**src/rtl/group_result_drain_pkg.sv**
```systemverilog
// Shared sizing helpers for the MAC group family: result width and index width.
// Imported by group_result_drain and its MAC-side neighbours.
package group_result_drain_pkg;

  function automatic int res_width(input int img_w, input int ker_w);
    return img_w + ker_w + 1;
  endfunction

  // ceil(log2(n)), never less than 1 so a single-element group still has an index bit
  function automatic int clog2_min1(input int n);
    int w;
    w = 0;
    while ((1 << w) < n) begin
      w = w + 1;
    end
    return (w < 1) ? 1 : w;
  endfunction

endpackage

```
**src/rtl/group_result_drain.sv**
```systemverilog
// Snapshots a MAC group's parallel result bus and serializes it over valid/ready.
// Optional macro GROUP_RESULT_DRAIN_RELU_EN clamps negative results to zero at capture.
module group_result_drain
  import group_result_drain_pkg::*;
#(
  parameter int GROUP_NB  = 4,
  parameter int IMG_WIDTH = 16,
  parameter int KER_WIDTH = 16,
  localparam int RES_WIDTH = res_width(IMG_WIDTH, KER_WIDTH),
  localparam int IDX_WIDTH = clog2_min1(GROUP_NB)
) (
  input  logic                          clk,
  input  logic                          rst,
  input  logic [GROUP_NB*RES_WIDTH-1:0] result,
  input  logic                          take,
  output logic                          busy,
  output logic                          overflow,
  output logic [RES_WIDTH-1:0]          out_data,
  output logic [IDX_WIDTH-1:0]          out_idx,
  output logic                          out_last,
  output logic                          out_val,
  input  logic                          out_rdy
);

  typedef enum logic {IDLE = 1'b0, SEND = 1'b1} state_t;

  localparam logic [IDX_WIDTH-1:0] LAST_IDX = IDX_WIDTH'(GROUP_NB - 1);

  state_t                 state_q, state_d;
  logic [IDX_WIDTH-1:0]   idx_q, idx_d;
  logic [RES_WIDTH-1:0]   snap_q [GROUP_NB];
  logic [RES_WIDTH-1:0]   snap_d [GROUP_NB];
  logic [RES_WIDTH-1:0]   data_q, data_d;
  logic                   last_q, last_d;
  logic                   overflow_q, overflow_d;
  logic                   capture_s;
  logic                   xfer_s;

  function automatic logic [RES_WIDTH-1:0] clamp_elem(input logic [RES_WIDTH-1:0] v);
`ifdef GROUP_RESULT_DRAIN_RELU_EN
    return v[RES_WIDTH-1] ? {RES_WIDTH{1'b0}} : v;
`else
    return v;
`endif
  endfunction

  // Next-state: capture, advance, recapture on last beat, or flag a dropped take
  always_comb begin
    state_d    = state_q;
    idx_d      = idx_q;
    overflow_d = overflow_q;
    capture_s  = 1'b0;
    xfer_s     = (state_q == SEND) && out_rdy;
    case (state_q)
      IDLE: begin
        if (take) begin
          capture_s = 1'b1;
          state_d   = SEND;
          idx_d     = {IDX_WIDTH{1'b0}};
        end else begin
          state_d   = IDLE;
        end
      end
      SEND: begin
        if (xfer_s && (idx_q == LAST_IDX)) begin
          idx_d = {IDX_WIDTH{1'b0}};
          if (take) begin
            capture_s = 1'b1;
            state_d   = SEND;
          end else begin
            state_d   = IDLE;
          end
        end else begin
          if (take) begin
            overflow_d = 1'b1;
          end else begin
            overflow_d = overflow_q;
          end
          if (xfer_s) begin
            idx_d = idx_q + {{(IDX_WIDTH-1){1'b0}}, 1'b1};
          end else begin
            idx_d = idx_q;
          end
        end
      end
      default: begin
        state_d = IDLE;
        idx_d   = {IDX_WIDTH{1'b0}};
      end
    endcase
    for (int i = 0; i < GROUP_NB; i++) begin
      snap_d[i] = capture_s ? clamp_elem(result[i*RES_WIDTH +: RES_WIDTH]) : snap_q[i];
    end
    // Output word follows the next index, so it is stable whenever idx holds
    data_d = snap_d[idx_d];
    last_d = (state_d == SEND) && (idx_d == LAST_IDX);
  end

  // State, snapshot and registered stream outputs
  always_ff @(posedge clk or posedge rst) begin
    if (rst) begin
      state_q    <= IDLE;
      idx_q      <= {IDX_WIDTH{1'b0}};
      data_q     <= {RES_WIDTH{1'b0}};
      last_q     <= 1'b0;
      overflow_q <= 1'b0;
      for (int i = 0; i < GROUP_NB; i++) begin
        snap_q[i] <= {RES_WIDTH{1'b0}};
      end
    end else begin
      state_q    <= state_d;
      idx_q      <= idx_d;
      data_q     <= data_d;
      last_q     <= last_d;
      overflow_q <= overflow_d;
      for (int i = 0; i < GROUP_NB; i++) begin
        snap_q[i] <= snap_d[i];
      end
    end
  end

  assign busy     = (state_q == SEND);
  assign out_val  = (state_q == SEND);
  assign out_idx  = idx_q;
  assign out_last = last_q;
  assign out_data = data_q;
  assign overflow = overflow_q;

endmodule

```
**config.mk**
```make
export PLATFORM = sky130hd
export DESIGN_NAME = group_result_drain
export DESIGN_NICKNAME = d
export VERILOG_FILES = /design/src/rtl/group_result_drain_pkg.sv /design/src/rtl/group_result_drain.sv
export SDC_FILE = /design/constraint.sdc
export NUM_CORES = 1
export LEC_CHECK = 0
export ABC_AREA = 1
export CORE_MARGIN = 4
export CORE_UTILIZATION = 45
export CTS_BUF_LIST = sky130_fd_sc_hd__clkbuf_4 sky130_fd_sc_hd__clkbuf_8 sky130_fd_sc_hd__clkbuf_16
export CTS_CLUSTER_DIAMETER = 150
export CTS_CLUSTER_SIZE = 25
export DETAILED_ROUTE_END_ITERATION = 16
export GPL_ROUTABILITY_DRIVEN = 1
export HOLD_SLACK_MARGIN = 0.15
export PLACE_DENSITY = 0.71
export SKIP_LAST_GASP = 1
export SLEW_MARGIN = 0
export SYNTH_ARGS = -nofsm -noshare
export SYNTH_HDL_FRONTEND = slang
export SYNTH_SLANG_ARGS = --single-unit
```
**constraint.sdc**
```tcl
create_clock -name clk -period 6.6 [get_ports clk]
set_input_delay 0.99 -clock clk [delete_from_list [all_inputs] [get_ports clk]]
set_output_delay 0.99 -clock clk [all_outputs]
set_load 0.02 [all_outputs]
```
Yosys cells after proc, flatten, opt, wreduce, memory -nomap -nowiden
Index checks and enable logic that the tools add are counted.

storage, ports and cells
  flip-flop bits (word level) = 170
  bits of input ports = 136
  logic and storage cells = 36

cells by class
  $add $sub $neg = 1
  magnitude comparators = 1
  equality and inequality tests = 2
  mux-type cells = 16
  bitwise logic cells = 3
  reduce and logical (&&, ||, !) cells = 4

operators by type and width
  operator             number
  $mux 33              6
  $bmux 33 s2          1
  $mux 2               3
  $eq 2x2->1 const B   2
  $pmux 1 s2           2
  $pmux 2 s2           1
  $ge 3x3->1 const B   1
  $logic_and 1x1->1    3
  $mux 1               3
  $not 2->3            1
  $reduce_and 3->1     1
  $add 2x1->2 const B  1
  $not 1->1            2

Depth between registers and ports, before layout
  depth in word-level cells = 8
  gate-level depth with buffers = 12
  mapped depth without buffers = 9

Least setup slack after synthesis
Ideal clock, no wire load.

  path type = input to register
  start = input port take
  end = register data_q[10] (netlist: out_data[10])
  arrival time = 1.957 ns
  path slack = 4.526 ns
  stages on the path = 9
  buffers on the path = 3
  cell sequence = buf_4 -> nor2_1 -> nand2_1 -> nand2_1 -> buf_2 -> buf_2 -> nand2_1 -> nand3_1 -> nand2_1

between the ends
  longest elaborated chain between the ends = 7

RTL lines
  element                                         RTL line                                            text
  start: declaration                              group_result_drain.sv:15                            input logic take,
  $mux 1                                          group_result_drain.sv:56, group_result_drain.sv:67
  $mux 1                                          group_result_drain.sv:65                            if (xfer_s && (idx_q == LAST_IDX)) begin
  $pmux 1 s2                                      group_result_drain.sv:54                            case (state_q)
  $mux 33                                         group_result_drain.sv:92                            snap_d[i] = capture_s ? clamp_elem(result[i*RES_WIDTH +: RES_WIDTH]) : snap_q[i];
  $bmux 33 s2 (*)                                 group_result_drain.sv:95                            data_d = snap_d[idx_d];
  $mux 33 (implied by the code) (*) (2 in a row)  group_result_drain.sv:95
  net data_d[10]                                  group_result_drain.sv:33                            logic [RES_WIDTH-1:0] data_q, data_d;
  end signal: assignment                          group_result_drain.sv:104                           data_q <= {RES_WIDTH{1'b0}};
  end signal: assignment                          group_result_drain.sv:113                           data_q <= data_d;
  end: declaration                                group_result_drain.sv:33

Mark *: on every way through the listed nets, which the timed path passes. The rest lies on a longest branch. The select of a mux whose other input is x is not followed.
A chain may end at the register's enable or synchronous reset.

Final worst setup path
  start = input port out_rdy
  end = register data_q[4] (netlist: out_data[4])

between the ends
  longest elaborated chain between the ends = 8

RTL lines
  element                                         RTL line                                            text
  start: declaration                              group_result_drain.sv:22                            input logic out_rdy
  $logic_and 1x1->1 (*)                           group_result_drain.sv:53                            xfer_s = (state_q == SEND) && out_rdy;
  $logic_and 1x1->1 or $mux 2 (tied branches)     group_result_drain.sv:65, group_result_drain.sv:79
  $mux 1 or $mux 2 (tied branches)                group_result_drain.sv:65
  $pmux 1 s2 or $pmux 2 s2 (tied branches)        group_result_drain.sv:54
  $mux 33 or $not 2->3 (tied branches)            group_result_drain.sv:92, group_result_drain.sv:95
  $bmux 33 s2 (*)                                 group_result_drain.sv:95
  $mux 33 (implied by the code) (*) (2 in a row)  group_result_drain.sv:95
  net data_d[4]                                   group_result_drain.sv:33

Marked as above.

==> flow_metrics.env <==
export IMPL_period_minus_slack_ns=3.92
export IMPL_coreArea_um2=19000
export IMPL_grt_pass1_wl_um=34800
export IMPL_detail_route_vias_per_cell=4.58
export IMPL_postSynthCellCount=1192
export IMPL_finalNetCount=1465
export IMPL_setup_ws_ns=2.68
export IMPL_critPathMaxFanout=69
export IMPL_cp_slowest_cell="buf_4"
export IMPL_ys_ff_latch=170
export IMPL_avgSynthCellArea_um2=7.36
export IMPL_power_density_nw_per_um2=450
export IMPL_finalSetupViolCount=0
export IMPL_crit_top_cell="nand2_1"
export IMPL_ys_seq_area_frac=0.485
export IMPL_endpoint_kind="flop"
export IMPL_rsz0062_at_grt="no"
export IMPL_synth_warnings=0
export IMPL_final_cell_mix="438 x nand2_1, 303 x inv_1, 173 x clkdlybuf4s50_1"
export IMPL_ff2ff_path_depth=11
export IMPL_critPathMaxStageDelay_ns=0.70
export IMPL_firstDrtPassIters=6
export IMPL_synth_cell_types=17
export IMPL_layout_drive_gt1_share=0.0365
export IMPL_clk_path_buf_depth=2
export IMPL_drc_errors=0
export IMPL_cap_violations=0
export IMPL_fmax_ghz=0.255
export IMPL_cts_resized=0
export IMPL_row_count=50
export IMPL_antenna_found_initial=0
export IMPL_synth_area_um2=8780
export IMPL_syn_to_final_growth_pct=26.6
export IMPL_num_vias=7334
export IMPL_holdBufCountCts=0
export IMPL_hold_violations=0
export IMPL_min_path_cells=4
export IMPL_hold_class="reg2reg"
export IMPL_cts_tree="done"
export IMPL_clock_sinks=170
export IMPL_run_status="complete, no violations"
export IMPL_start_util=0.463
export IMPL_die_w_um=148
export IMPL_hold_ws_ns=0.533
export IMPL_grt_pass1_vias=7115
export IMPL_htreeDepth=4
export IMPL_io_buffer_count=174
export IMPL_ant_nets=0
export IMPL_slew_viol_final=0
export IMPL_dp_hpwl_um=13500
export IMPL_start_kind="input port"
export IMPL_hp_start="snap_q[16]"
export IMPL_worst_slew_pin_slew_ns=1.01
export IMPL_min_to="snap_q[16]"
export IMPL_critPathBufInv=4
export IMPL_slew_headroom=0.325
export IMPL_grt_usage=0.197
export IMPL_post_cts_buffers=0
export IMPL_grt_ovfl_total=0
export IMPL_arrival_ns=4.27
export IMPL_die_area_um2=21800
export IMPL_required_ns=6.96
export IMPL_setup_tns_ns=0
export IMPL_p_leak_nw=6.18
export IMPL_gp_congestion=0.750
export IMPL_grt_max_degree=108
export IMPL_num_antenna_cells=0
export IMPL_final_setup_skew_ns=0.0115
export IMPL_first_iter_violations=498
export IMPL_r2r_end="out_data[4]"
export IMPL_mostFrequentLayoutCell="nand2_1"
export IMPL_wl_per_cell_um=13.2
export IMPL_cp_cell_sequence="clkdlybuf4s50_1 > nand2_1 > nand2_4 > buf_4 > inv_1 > nand2_1 > nand2_2 > buf_4 > nand2_1 > nand3_1 > nand2_1"
export IMPL_place_ws_ns=2.25
export IMPL_crit_type="in2reg"
export IMPL_r2r_start="out_idx[0]"
export IMPL_cts_made_buffers=17
export IMPL_r2r_slack_ns=3.22
export IMPL_insertion_delay_ns=0.42
export IMPL_cts_clk_slew_worst_paths_ns=0.06
export IMPL_cts_root_buf="clkbuf_16"
export IMPL_wl_um=21100
export IMPL_die_h_um=148
export IMPL_io_pins=175
export IMPL_critical_path_top_delay_family="buffers and inverters"
export IMPL_synth_nets=1329
export IMPL_peakVddDrop_uv=206
export IMPL_final_util=0.586
export IMPL_finalCritPeriodShare=0.594
## worst min-delay path: cells and delay by family (launching register included)
kind                   cells  cell delay [ns]
DFF                        1             0.32
buffers and inverters      2             0.08
and+or+nand+nor            2             0.11
## where the power goes
| group | internal (W) | total [W] | switching [W] |
|---|---|---|---|
| clock | 0.000546 | 0.000961 | 0.000415 |
| sequential | 0.00154 | 0.00169 | 0.000151 |
| combinational | 0.000844 | 0.00235 | 0.00150 |
| total | 0.00293 | 0.00500 | 0.00207 |
## logic make-up after synthesis
| group | after synthesis | synth area share |
|---|---|---|
| AO/OA/AOI/OAI | 4 | 0.00371 |
| adder cells (fa/ha/maj) | 1 | 0.00143 |
| buffers and inverters | 369 | 0.175 |
| flip-flops | 170 | 0.485 |
| AND/OR/NAND/NOR | 648 | 0.335 |
## layout make-up
type / instances / area, um2
clock buffers: 20 / 460
flip-flops and latches: 170 / 4250
clock inverters: 12 / 115
multi-input cells: 653 / 3010
well taps: 260 / 325
inverters: 304 / 1150
fillers: 1768 / 7840
repair buffers: 182 / 1800
## stage by stage
stage	power (W)	std cells	cell area, um2
after floorplan	0.00340	1192	8780
after global placement	0.00401	1569	10500
after detailed placement	0.00408	1569	10500
after CTS	0.00506	1601	11100
after global routing	0.00547	1601	11100
final	0.00500	1601	11100
## how the worst max path moves through the flow
| stage | startpoint | to | cells after the start |
|---|---|---|---|
| after floorplan | rst | busy | 1 |
| after global placement | out_rdy | out_data[7] | 10 |
| after detailed placement | out_rdy | out_data[4] | 11 |
| after CTS | out_rdy | out_data[4] | 11 |
| after global routing | out_rdy | out_data[31] | 11 |
| final | out_rdy | out_data[4] | 11 |
## cells in the mapped netlist, drive strengths merged
cell	count	area, um2
a21oi	1	8.76
buf	50	343
clkbuf	15	56.3
dfrtp	170	4250
ha	1	12.5
inv	304	1140
nand2	442	1670
nand3	100	500
nand3b	99	743
nor2	7	28.8
o21ai	1	8.76
o21bai	2	15.0
## state kept, by name, summed over array words and instances, names as in the netlist
signal and count:
busy 1, overflow 1, out_last 1, out_data 33
out_idx 2, snap_q 132
## layer usage
| metal | up-vias | global-route usage | wire (um) | part of all wire |
|---|---|---|---|---|
| met1 | 3414 | 0.260 | 9500 | 0.45 |
| li1 | 3722 | - | - | - |
| met2 | 177 | 0.327 | 10200 | 0.48 |
| met5 | - | 0 | 0 | 0 |
| met3 | 21 | 0.0429 | 1150 | 0.054 |
| met4 | 0 | 0.0559 | 254 | 0.012 |
(Power assumes the default switching activity.)
